$ cat config.mk
export PLATFORM = sky130hd
export DESIGN_NAME = fpnew_result_reorder_buffer
export DESIGN_NICKNAME = d
export VERILOG_FILES = /design/src/rtl/fpnew_result_reorder_buffer.sv
export SDC_FILE = /design/constraint.sdc
export NUM_CORES = 1
export LEC_CHECK = 0
export BUFFER_PORTS_ARGS = -buffer_cell sky130_fd_sc_hd__clkbuf_2
export CORE_MARGIN = 4
export CORE_UTILIZATION = 30
export CTS_CLUSTER_SIZE = 8
export DETAILED_ROUTE_END_ITERATION = 8
export PLACE_DENSITY_LB_ADDON = 0.08
export SLEW_MARGIN = 20
export SYNTH_ARGS = -nofsm -noshare
export SYNTH_HDL_FRONTEND = slang
export SYNTH_SLANG_ARGS = --single-unit
$ cat constraint.sdc
create_clock -name clk_i -period 2.3 [get_ports clk_i]
set_input_delay 0.345 -clock clk_i [delete_from_list [all_inputs] [get_ports clk_i]]
set_output_delay 0.345 -clock clk_i [all_outputs]
set_load 0.005 [all_outputs]
$ cat src/rtl/fpnew_result_reorder_buffer.sv
// In-order retirement buffer for out-of-order FPU opgroup results.
// Slots are reserved at issue, filled by tag, and drained strictly in allocation order.
//
// state        | meaning
// SLOT_FREE    | not allocated
// SLOT_PENDING | allocated, waiting for its result
// SLOT_DONE    | result stored, waiting to retire
module fpnew_result_reorder_buffer #(
    parameter int unsigned Width = 32,
    parameter int unsigned Depth = 4,
    localparam int unsigned IdWidth = $clog2(Depth)
) (
    input  logic               clk_i,
    input  logic               rst_i,
    input  logic               flush_i,
    input  logic               alloc_valid_i,
    output logic               alloc_ready_o,
    output logic [IdWidth-1:0] alloc_id_o,
    input  logic               res_valid_i,
    output logic               res_ready_o,
    input  logic [IdWidth-1:0] res_id_i,
    input  logic [Width-1:0]   res_result_i,
    input  logic [4:0]         res_status_i,
    input  logic               res_ext_bit_i,
    output logic               out_valid_o,
    input  logic               out_ready_i,
    output logic [IdWidth-1:0] out_id_o,
    output logic [Width-1:0]   out_result_o,
    output logic [4:0]         out_status_o,
    output logic               out_ext_bit_o,
    output logic               busy_o,
    output logic               error_o
);

    typedef enum logic [1:0] {
        SLOT_FREE    = 2'd0,
        SLOT_PENDING = 2'd1,
        SLOT_DONE    = 2'd2
    } slot_state_e;

    localparam logic [IdWidth:0] DepthCnt = (IdWidth + 1)'(Depth);

    slot_state_e        state_q  [Depth];
    slot_state_e        state_d  [Depth];
    logic [Width-1:0]   result_q [Depth];
    logic [Width-1:0]   result_d [Depth];
    logic [4:0]         status_q [Depth];
    logic [4:0]         status_d [Depth];
    logic               ext_q    [Depth];
    logic               ext_d    [Depth];
    logic [IdWidth-1:0] head_q, head_d;
    logic [IdWidth-1:0] tail_q, tail_d;
    logic [IdWidth:0]   count_q, count_d;
    logic               error_q, error_d;

    logic alloc_hs;
    logic retire_hs;

    assign alloc_ready_o = (count_q != DepthCnt);
    assign alloc_id_o    = tail_q;
    assign res_ready_o   = 1'b1;
    assign out_valid_o   = (state_q[head_q] == SLOT_DONE);
    assign out_id_o      = head_q;
    assign out_result_o  = out_valid_o ? result_q[head_q] : '0;
    assign out_status_o  = out_valid_o ? status_q[head_q] : '0;
    assign out_ext_bit_o = out_valid_o & ext_q[head_q];
    assign busy_o        = (count_q != '0);
    assign error_o       = error_q;

    assign alloc_hs  = alloc_valid_i & alloc_ready_o;
    assign retire_hs = out_valid_o & out_ready_i;

    always_comb begin
        state_d  = state_q;
        result_d = result_q;
        status_d = status_q;
        ext_d    = ext_q;
        head_d   = head_q;
        tail_d   = tail_q;
        count_d  = count_q;
        error_d  = 1'b0;
        if (flush_i) begin
            for (int i = 0; i < Depth; i++) begin
                state_d[i] = SLOT_FREE;
            end
            head_d  = '0;
            tail_d  = '0;
            count_d = '0;
        end else begin
            // Writes are judged on the current state, so a write to the slot
            // being allocated this cycle is still illegal.
            if (res_valid_i) begin
                if (state_q[res_id_i] == SLOT_PENDING) begin
                    state_d[res_id_i]  = SLOT_DONE;
                    result_d[res_id_i] = res_result_i;
                    status_d[res_id_i] = res_status_i;
                    ext_d[res_id_i]    = res_ext_bit_i;
                end else begin
                    error_d = 1'b1;
                end
            end
            if (retire_hs) begin
                state_d[head_q] = SLOT_FREE;
                head_d          = head_q + 1'b1;
            end
            if (alloc_hs) begin
                state_d[tail_q] = SLOT_PENDING;
                tail_d          = tail_q + 1'b1;
            end
            count_d = count_q + {{IdWidth{1'b0}}, alloc_hs} - {{IdWidth{1'b0}}, retire_hs};
        end
    end

    always_ff @(posedge clk_i) begin
        if (rst_i) begin
            for (int i = 0; i < Depth; i++) begin
                state_q[i]  <= SLOT_FREE;
                result_q[i] <= '0;
                status_q[i] <= '0;
                ext_q[i]    <= 1'b0;
            end
            head_q  <= '0;
            tail_q  <= '0;
            count_q <= '0;
            error_q <= 1'b0;
        end else begin
            for (int i = 0; i < Depth; i++) begin
                state_q[i]  <= state_d[i];
                result_q[i] <= result_d[i];
                status_q[i] <= status_d[i];
                ext_q[i]    <= ext_d[i];
            end
            head_q  <= head_d;
            tail_q  <= tail_d;
            count_q <= count_d;
            error_q <= error_d;
        end
    end

endmodule
==> impl_metrics.yaml <==
status:
  status: "finished with violations"
  violations: "setup timing"
clock_network:
  cts_buffer_depth: 2
  path_clk_slew_ns: 0.08
  clock-sinks: 168
  htreeDepth: 4
  cts_buffers: 17
  clk-insertion-delay-late_ns: 0.44
  clockRootBuffer: "clkbuf_16"
  cts_tree: "done"
sta:
  min_period_ns: 2.339
  tightest_slew_ns: 0.7213
  hold_viol_final: 0
  worst_slack_ns: -0.03947
  finalClockSkew_ns: 0.01752
  max_freq_mhz: 427.4
  holdWs_ns: 0.1694
  timing.final.crit_share: 1.017
  setup_viol: 14
  fin_setup_tns_ns: -0.2873
  report.final.slew_viol_count: 0
  slew_headroom: 0.5192
  rsz0062_at_grt: "yes"
critical_path:
  critPathArrivalTime_ns: 1.99
  reg2reg_depth: 10
  worstPathMaxFanout: 12
  worstSetupPathType: "flop to output pin"
  r2r_end: "count_q[2]"
  end_kind: "output pin"
  worstReg2RegStart: "state_q[7]"
  required_ns: 1.96
  crit_path_start_kind: "flop"
  reg2reg_slack_ns: -0.01
drt:
  wl_per_cell_um: 18.27
  route.detailed.drc: 0
  drt_iter0_markers: 389
  firstDrtPassIters: 5
  wl_um: 23660
  vias_per_cell: 4.795
  ant_nets: 0
  vias: 6209
pwr:
  power_density_mw_per_mm2: 654.4
  p_leak_nw: 3.191
  power_mw: 6.074
  vdd_ir_drop_max_mv: 0.4790
synth:
  ys_types: 40
  synth-xor-area-share: 0.004707
  async_flop_share: 0
  ys_seq_area_frac: 0.4519
  ys_ff_latch: 168
  synth_flop_cell: "dfxtp_1"
  synthCells: 873
  yosysWarnings: 0
  synth_compound_area_frac: 0.1345
  muxShareOfSynthArea: 0.1194
  synth_adder_area_share: 0.01782
  yosys.area_share.simple: 0.2238
  synth_top_family_by_area: "simple AND/OR/NAND/NOR gates"
  syn_area_per_cell_um2: 8.525
  synth_edf_count: 0
  netlist_area_mm2: 0.007442
  syn_nets: 929
cells_and_area:
  design_area_mm2: 0.009281
  final_util: 0.3805
  final_cells: 1295
  area_growth_pct: 24.71
  drive_above_1_share: 0.2495
  most-common-layout-cells: "nand2_1 (315), dfxtp_1 (164), a21oi_1 (158), clkbuf_2 (81), mux4_2 (39)"
  final_common_cell: "nand2_1"
  layout.nets: 1013
flow_run:
  drv_cap: 0
placement:
  dpl.hpwl_um: 12770
  placement.io_buffers: 91
  place_area_mm2: 0.008334
  gp_congestion: 0.7140
  place_inst: 1250
  pre_cts_slack_ns: -0.002591
grt:
  grt-ovfl-total: 0
  grt_util_all_layers: 0.1715
  antenna_found_initial: 1
  grt_pass1_vias: 6097
  grt_pass1_wl_um: 35550
  grt_max_degree: 129
worst_hold_path:
  worstHoldStart: "res_result_i[26]"
  hold_depth: 3
  min_to: "result_q[90]"
  hp-class: "input port to flop"
floorplanning:
  pin_count: 93
  die_height_um: 165.5
  die_w_um: 165.5
  core-area_mm2: 0.02439
  start_util: 0.3051
  dieArea_mm2: 0.02739
  num_rows: 57
[synth_stat cells (2+ instances only)]
library cell | instances | share of area
and2_1 | 2 | 0.0017
nand2b_1 | 6 | 0.0050
o31a_1 | 2 | 0.0024
nor2_1 | 13 | 0.0066
o211a_1 | 2 | 0.0027
buf_6 | 4 | 0.0061
a21oi_1 | 158 | 0.11
and3b_1 | 3 | 0.0035
buf_2 | 18 | 0.012
buf_4 | 3 | 0.0030
mux4_2 | 39 | 0.12
a41o_1 | 2 | 0.0027
xnor2_1 | 3 | 0.0035
or3_1 | 2 | 0.0017
o221ai_1 | 2 | 0.0024
buf_1 | 6 | 0.0030
nand2_1 | 315 | 0.16
and4b_1 | 2 | 0.0027
dfxtp_1 | 168 | 0.45
ha_1 | 9 | 0.015
nand3b_1 | 2 | 0.0020
inv_1 | 9 | 0.0045
nor3b_1 | 3 | 0.0030
nor2b_1 | 38 | 0.032
o21ai_0 | 6 | 0.0040
clkbuf_1 | 37 | 0.019
o211ai_1 | 5 | 0.0050
a2111oi_4 | 2 | 0.0074
[state kept, by name, summed over array words and instances (netlist names)]
name        count
out_id_o        2
state_q         8
count_q         3
result_q      128
ext_q           4
error_o         1
alloc_id_o      2
status_q       20
[layout make-up]
cell class | instances | area (µm²)
multi-input combinational | 628 | 3819
clock buffer | 17 | 425.4
inverter | 9 | 33.78
clock inverter | 15 | 173.9
timing repair buffer | 133 | 1054
fill | 2559 | 15110
sequential | 168 | 3368
tap | 324 | 405.4
antenna | 1 | 2.502
[routing by layer]
metal,vias up,global-route usage,share of wire
met4,0,0.04387,0.0090
met5,-,0,0
li1,3087,-,-
met3,15,0.03723,0.050
met2,121,0.2778,0.48
met1,2986,0.2334,0.46
[report_power, final]
group	switching [mW]	internal [mW]	leakage, nW	total, mW
clock	1.38	1.56	0.296	2.94
combinational	0.144	0.0684	1.54	0.212
sequential	0.00653	2.91	1.36	2.92
total	1.53	4.54	3.19	6.07
[worst max-delay path, stage by stage (launching register included)]
cell	delay [ns]
dfxtp_1	0.40
nand2b_4	0.05
mux4_2	0.54
buf_12	0.17
buf_4	0.13
buf_12	0.14
inv_2	0.04
clkbuf_2	0.10
[logic make-up after synthesis]
kind of cell / Yosys count
and+or+nand+nor: 392
other: 1
DFF: 168
xor gates and xnor gates: 4
AOI/OAI and AO/OA: 181
muxes: 40
adders and majority gates: 10
buffers and inverters: 77
[repair_timing]
action                                  CTS  global route
buffers inserted                          3             2
gates cloned                              4             3
pin swaps                                 0             1
gates resized for setup                  11            38
endpoints found under the setup margin   31            39
hold buffers                              0             0
[worst max path at each step]
stage / depth (start not counted) / from / slack, ns / to
floorplan: 10 / out_id_o[1] / 0.01 / count_q[2]
global placement: 10 / state_q[2] / 0.002 / count_q[2]
detailed placement: 10 / state_q[2] / -0.003 / count_q[2]
CTS: 5 / state_q[2] / -0.06 / out_status_o[4]
global route: 10 / state_q[7] / -0.15 / count_q[2]
finish: 7 / state_q[7] / -0.04 / out_valid_o
(Power assumes the default switching activity.)
